===== src/rtl/wb_arb_pkg.sv =====
// Shared constants and state encoding for the 4-master Wishbone arbiter.
package wb_arb_pkg;
    localparam int          NUM_MST          = 4;
    localparam logic [31:0] DEF_TIMEOUT_DATA = 32'hDEADBEEF;

    typedef enum logic {
        IDLE = 1'b0,
        BUSY = 1'b1
    } state_t;
endpackage


===== src/rtl/wb_rr_picker.sv =====
// Round-robin picker: first requester after i_last (wrapping), one-hot plus index.
module wb_rr_picker
    import wb_arb_pkg::*;
(
    input  logic [NUM_MST-1:0] i_req,
    input  logic [1:0]         i_last,
    output logic [NUM_MST-1:0] o_grant,
    output logic [1:0]         o_idx,
    output logic               o_any
);
    logic [1:0] w_cand;

    // Scan last+1, last+2, ... last+4 (=last) and keep the first hit.
    always_comb begin
        o_grant = '0;
        o_idx   = i_last;
        o_any   = 1'b0;
        w_cand  = i_last;
        for (int k = 1; k <= NUM_MST; k++) begin
            w_cand = i_last + 2'(k);
            if (!o_any && i_req[w_cand]) begin
                o_any           = 1'b1;
                o_idx           = w_cand;
                o_grant[w_cand] = 1'b1;
            end
        end
    end
endmodule


===== src/rtl/wishbone_4mst_to_1slv.sv =====
// Wishbone classic 4-master to 1-slave arbiter. Round-robin, registered grant,
// bus locked to the granted master for its whole CYC, one dead IDLE cycle
// between owners. Optional slave-ack watchdog enabled by WB_ARB_TIMEOUT_EN.
module wishbone_4mst_to_1slv
    import wb_arb_pkg::*;
#(
    parameter int          TIMEOUT_CYCLES = 255,
    parameter logic [31:0] TIMEOUT_DATA   = DEF_TIMEOUT_DATA
) (
    input  logic        wb_clk_i,
    input  logic        wb_rst_i,
    input  logic        wbs_m0_cyc_i,
    input  logic        wbs_m0_stb_i,
    input  logic [31:0] wbs_m0_adr_i,
    input  logic        wbs_m0_we_i,
    input  logic [31:0] wbs_m0_dat_i,
    input  logic [3:0]  wbs_m0_sel_i,
    output logic [31:0] wbs_m0_dat_o,
    output logic        wbs_m0_ack_o,
    input  logic        wbs_m1_cyc_i,
    input  logic        wbs_m1_stb_i,
    input  logic [31:0] wbs_m1_adr_i,
    input  logic        wbs_m1_we_i,
    input  logic [31:0] wbs_m1_dat_i,
    input  logic [3:0]  wbs_m1_sel_i,
    output logic [31:0] wbs_m1_dat_o,
    output logic        wbs_m1_ack_o,
    input  logic        wbs_m2_cyc_i,
    input  logic        wbs_m2_stb_i,
    input  logic [31:0] wbs_m2_adr_i,
    input  logic        wbs_m2_we_i,
    input  logic [31:0] wbs_m2_dat_i,
    input  logic [3:0]  wbs_m2_sel_i,
    output logic [31:0] wbs_m2_dat_o,
    output logic        wbs_m2_ack_o,
    input  logic        wbs_m3_cyc_i,
    input  logic        wbs_m3_stb_i,
    input  logic [31:0] wbs_m3_adr_i,
    input  logic        wbs_m3_we_i,
    input  logic [31:0] wbs_m3_dat_i,
    input  logic [3:0]  wbs_m3_sel_i,
    output logic [31:0] wbs_m3_dat_o,
    output logic        wbs_m3_ack_o,
    output logic        wbs_s_cyc_o,
    output logic        wbs_s_stb_o,
    output logic        wbs_s_we_o,
    output logic [31:0] wbs_s_adr_o,
    output logic [31:0] wbs_s_dat_o,
    output logic [3:0]  wbs_s_sel_o,
    input  logic [31:0] wbs_s_dat_i,
    input  logic        wbs_s_ack_i,
    output logic [3:0]  grant_o
);
    logic [NUM_MST-1:0]       w_cyc, w_stb, w_we, w_req, w_pick, w_ack;
    logic [NUM_MST-1:0][31:0] w_adr, w_wdat, w_rdat;
    logic [NUM_MST-1:0][3:0]  w_sel;
    logic [1:0]               w_pick_idx, w_last_nxt, r_last;
    logic                     w_any, w_fire;
    logic [NUM_MST-1:0]       r_grant, w_grant_nxt;
    state_t                   r_state, w_state_nxt;

    assign w_cyc  = {wbs_m3_cyc_i, wbs_m2_cyc_i, wbs_m1_cyc_i, wbs_m0_cyc_i};
    assign w_stb  = {wbs_m3_stb_i, wbs_m2_stb_i, wbs_m1_stb_i, wbs_m0_stb_i};
    assign w_we   = {wbs_m3_we_i,  wbs_m2_we_i,  wbs_m1_we_i,  wbs_m0_we_i};
    assign w_adr  = {wbs_m3_adr_i, wbs_m2_adr_i, wbs_m1_adr_i, wbs_m0_adr_i};
    assign w_wdat = {wbs_m3_dat_i, wbs_m2_dat_i, wbs_m1_dat_i, wbs_m0_dat_i};
    assign w_sel  = {wbs_m3_sel_i, wbs_m2_sel_i, wbs_m1_sel_i, wbs_m0_sel_i};
    assign w_req  = w_cyc & w_stb;

    wb_rr_picker u_pick (
        .i_req   (w_req),
        .i_last  (r_last),
        .o_grant (w_pick),
        .o_idx   (w_pick_idx),
        .o_any   (w_any)
    );

    // State, grant and last-owner registers. While BUSY, r_last is the owner.
    always_ff @(posedge wb_clk_i) begin
        if (wb_rst_i) begin
            r_state <= IDLE;
            r_grant <= '0;
            r_last  <= 2'd3;
        end else begin
            r_state <= w_state_nxt;
            r_grant <= w_grant_nxt;
            r_last  <= w_last_nxt;
        end
    end

    // Next state: arbitrate from IDLE, release when the owner drops CYC.
    always_comb begin
        w_state_nxt = r_state;
        w_grant_nxt = r_grant;
        w_last_nxt  = r_last;
        case (r_state)
            IDLE: if (w_any) begin
                w_state_nxt = BUSY;
                w_grant_nxt = w_pick;
                w_last_nxt  = w_pick_idx;
            end
            BUSY: if (!w_cyc[r_last]) begin
                w_state_nxt = IDLE;
                w_grant_nxt = '0;
            end
            default: begin
                w_state_nxt = IDLE;
                w_grant_nxt = '0;
            end
        endcase
    end

`ifdef WB_ARB_TIMEOUT_EN
    // The forced ack lands on the TIMEOUT_CYCLES-th stalled cycle, so the
    // compare is against the count of stalls already seen (limit - 1).
    localparam logic [15:0] TO_LAST = 16'(TIMEOUT_CYCLES - 1);
    logic [15:0] r_wdog;
    logic        w_stall;

    assign w_stall = (r_state == BUSY) && w_stb[r_last] && !wbs_s_ack_i;
    assign w_fire  = w_stall && (r_wdog == TO_LAST);

    // Watchdog: count stalled strobe cycles, clear on ack, stb low, IDLE or fire.
    always_ff @(posedge wb_clk_i) begin
        if (wb_rst_i)               r_wdog <= '0;
        else if (w_stall && !w_fire) r_wdog <= r_wdog + 16'd1;
        else                        r_wdog <= '0;
    end
`else
    assign w_fire = 1'b0;
`endif

    // Bus routing: owner drives the slave, slave response returns to owner only.
    always_comb begin
        wbs_s_cyc_o = 1'b0;
        wbs_s_stb_o = 1'b0;
        wbs_s_we_o  = w_we[0];
        wbs_s_adr_o = w_adr[0];
        wbs_s_dat_o = w_wdat[0];
        wbs_s_sel_o = w_sel[0];
        w_ack       = '0;
        w_rdat      = '0;
        if (r_state == BUSY) begin
            wbs_s_cyc_o    = w_cyc[r_last];
            wbs_s_stb_o    = w_stb[r_last] & ~w_fire;
            wbs_s_we_o     = w_we[r_last];
            wbs_s_adr_o    = w_adr[r_last];
            wbs_s_dat_o    = w_wdat[r_last];
            wbs_s_sel_o    = w_sel[r_last];
            w_ack[r_last]  = wbs_s_ack_i | w_fire;
            w_rdat[r_last] = w_fire ? TIMEOUT_DATA : wbs_s_dat_i;
        end
    end

    assign {wbs_m3_ack_o, wbs_m2_ack_o, wbs_m1_ack_o, wbs_m0_ack_o} = w_ack;
    assign wbs_m0_dat_o = w_rdat[0];
    assign wbs_m1_dat_o = w_rdat[1];
    assign wbs_m2_dat_o = w_rdat[2];
    assign wbs_m3_dat_o = w_rdat[3];
    assign grant_o      = r_grant;
endmodule


===== config.mk =====
export PLATFORM = sky130hd
export DESIGN_NAME = wishbone_4mst_to_1slv
export DESIGN_NICKNAME = d
export VERILOG_FILES = /design/src/rtl/wb_arb_pkg.sv /design/src/rtl/wb_rr_picker.sv /design/src/rtl/wishbone_4mst_to_1slv.sv
export SDC_FILE = /design/constraint.sdc
export NUM_CORES = 1
export LEC_CHECK = 0
export BUFFER_PORTS_ARGS = -buffer_cell sky130_fd_sc_hd__buf_4
export CAP_MARGIN = 20
export CORE_AREA = 2 2 202 204
export CTS_CLUSTER_SIZE = 16
export DETAILED_ROUTE_END_ITERATION = 10
export DIE_AREA = 0 0 204 206
export HOLD_SLACK_MARGIN = 0.03
export PLACE_DENSITY_LB_ADDON = 0.3
export SYNTH_ARGS = -nofsm -noshare
export SYNTH_HDL_FRONTEND = slang
export SYNTH_SLANG_ARGS = --single-unit

===== constraint.sdc =====
create_clock -name wb_clk_i -period 7.5 [get_ports wb_clk_i]
set_clock_uncertainty 0.1 [all_clocks]
set_input_delay 0.375 -clock wb_clk_i [delete_from_list [all_inputs] [get_ports wb_clk_i]]
set_output_delay 0.375 -clock wb_clk_i [all_outputs]
set_load 0.01 [all_outputs]

==> flow_metrics.env <==
export IMPL_hold_depth=2
export IMPL_tightestPinTransition_ps=833.2
export IMPL_synth_top_cell_area_share_pct=17.93
export IMPL_hold_start="wb_rst_i"
export IMPL_period_share_pct=50.78
export IMPL_cp_common_cell="buf_4"
export IMPL_crit_path_start_kind="flop"
export IMPL_synthFlopType="dfxtp_1"
export IMPL_regToRegStartpoint="r_last[0]"
export IMPL_rr_endpoint="grant_o[2]"
export IMPL_synth_common_cells="132 x and3_1, 76 x nand2_1, 74 x nand3_1, 73 x a21oi_1, 72 x nor2_1"
export IMPL_netlist_area_mm2=0.004606
export IMPL_dp_hpwl_um=25210
export IMPL_syn_area_per_cell_um2=6.275
export IMPL_first_pass_iters=5
export IMPL_syn_num_nets=1061
export IMPL_ios=526
export IMPL_r2r_slack_ps=4260
export IMPL_synth_top_area_cell="and3_1"
export IMPL_ant_nets=0
export IMPL_vdd_drop_max_mv=0.09537
export IMPL_portBuffers=525
export IMPL_final_core_util_pct=22.63
export IMPL_hold_class="input pin to flop"
export IMPL_hold_viol=0
export IMPL_synth_distinct_cells=45
export IMPL_fin_cells=1724
export IMPL_slew_violations=0
export IMPL_reg2regPathDepth=8
export IMPL_grt_pass1_vias=7021
export IMPL_power_mw=1.682
export IMPL_netlist_instances=734
export IMPL_num_rows=74
export IMPL_status="complete, no violations"
export IMPL_antenna_found_initial=4
export IMPL_grt_max_degree=85
export IMPL_wl_um=31300
export IMPL_place_inst=1715
export IMPL_path_max_fanout=62
export IMPL_coreArea_mm2=0.04018
export IMPL_ys_ff_latch=7
export IMPL_holdWs_ps=303.2
export IMPL_cts_reportedPaths_clkPinSlew_ps=40
export IMPL_fp_dieW_um=204
export IMPL_post_cts_buffers=0
export IMPL_cts_sinks=7
export IMPL_yosys_warnings=0
export IMPL_final_nets=1517
export IMPL_grt_first_pass_wirelength_um=43400
export IMPL_drc=0
export IMPL_ys_seq_area_share_pct=3.043
export IMPL_gp_congestion=0.8361
export IMPL_cts_root_buffer="clkbuf_16"
export IMPL_path_cells="buf_4 -> buf_4 -> mux2i_1 -> nor2_1 -> a211o_1 -> buf_4"
export IMPL_crit_path_end_kind="primary output"
export IMPL_cts_max_path_buffers=2
export IMPL_p_leak_nw=5.251
export IMPL_slew_headroom_pct=44.45
export IMPL_yosysMostFrequentCell="and3_1"
export IMPL_powerDensity_mw_per_mm2=185.0
export IMPL_setup_tns_ps=0
export IMPL_min_to="r_state"
export IMPL_htreeDepth=1
export IMPL_start_util_pct=11.46
export IMPL_viasPerCell=4.358
export IMPL_max_freq_ghz=0.2626
export IMPL_hold_buffers=0
export IMPL_cp_arrival_ps=3330
export IMPL_grt_remaining_overflow=0
export IMPL_required_ps=7030
export IMPL_min_period_ps=3808
export IMPL_ys_async_sr_fraction_pct=0
export IMPL_tritoncts="yes"
export IMPL_numCtsBuffers=3
export IMPL_syn2layout_area_growth_pct=97.47
export IMPL_die_area_mm2=0.04202
export IMPL_crit_type="flop to primary output"
export IMPL_clkLatencyLatePin_ps=230
export IMPL_rsz0062_at_grt="no"
export IMPL_layout_drive_gt1_share_pct=47.43
export IMPL_track_usage_pct=13.33
export IMPL_setup_viol=0
export IMPL_vias=7513
export IMPL_cpMaxStageDelayCell="buf_4"
export IMPL_synthTopCellsByArea="and3_1 18%, mux2i_1 15%, a211o_1 13%"
export IMPL_synth_edff_count=0
export IMPL_cap_violations=0
export IMPL_wl_per_cell_um=18.16
export IMPL_cpPeakStageDelay_ps=730
export IMPL_dr_first_iter_drc_count=484
export IMPL_dieHeight_um=206
export IMPL_ctsResizeCount=0
logic make-up after synthesis:
kind of cell | synth area share (%)
buf+inv | 8.204
mux | 17.47
fa+ha+maj | 2.173
flops | 3.043
compound gates | 28.14
simple gates | 40.97
state kept, by name (all words and copies together), names as in the netlist:
register  count
grant_o       4
r_last        2
r_state       1
routing by layer:
| layer | up-vias | GRT usage, % | routed length, µm |
|---|---|---|---|
| li1 | 3628 | - | - |
| met1 | 3467 | 13.90 | 11160 |
| met2 | 396 | 27.17 | 17060 |
| met3 | 22 | 2.964 | 2592 |
| met4 | 0 | 2.200 | 487 |
| met5 | - | 0 | 0 |
stage by stage:
step,worst slack (ps),instance area [µm²]
CTS,3590,9032
floorplan,5068,4606
detailed placement,3842,8954
finish,3692,9095
global route,3489,9092
global placement,3880,8939
worst max-delay path by stage:
stage	end	cells past startpoint	startpoint
floorplan	grant_o[3]	9	r_last[0]
global placement	wbs_m2_dat_o[31]	5	r_last[0]
detailed placement	wbs_m2_dat_o[1]	5	r_last[0]
CTS	wbs_m2_dat_o[1]	5	r_last[0]
global route	wbs_s_dat_o[3]	6	r_last[0]
finish	wbs_s_dat_o[6]	6	r_last[0]
worst max-delay path, delay by kind of cell (launching register included):
family | cells | cell delay (ps)
buf+inv | 3 | 1600
compound gates | 1 | 340
flops | 1 | 720
mux | 1 | 260
simple gates | 1 | 60
area by class of cell:
type	instances	area, µm²
clock buffer	4	78.83
fill	4533	31090
multi-input combinational	636	4090
tap	532	665.6
sequential	7	151.4
antenna	3	7.507
timing repair buffer	538	4086
inverter	4	15.01
power breakdown:
| group | internal, mW | total, mW | switching (mW) |
|---|---|---|---|
| registers | 0.0506 | 0.117 | 0.0668 |
| logic | 0.666 | 1.47 | 0.808 |
| clock network | 0.0707 | 0.0909 | 0.0202 |
| total | 0.787 | 1.68 | 0.895 |
placed cells by master, fill, tap and decap left out, types with 8 or more instances in the layout:
| master | n |
|---|---|
| nor2_1 | 72 |
| a21oi_1 | 73 |
| buf_4 | 535 |
| mux2i_1 | 71 |
| ha_1 | 8 |
| a211o_1 | 69 |
| nand3_1 | 74 |
| nand2_1 | 75 |
| and3_1 | 132 |
No activity file was read; power rests on OpenSTA's default activity.
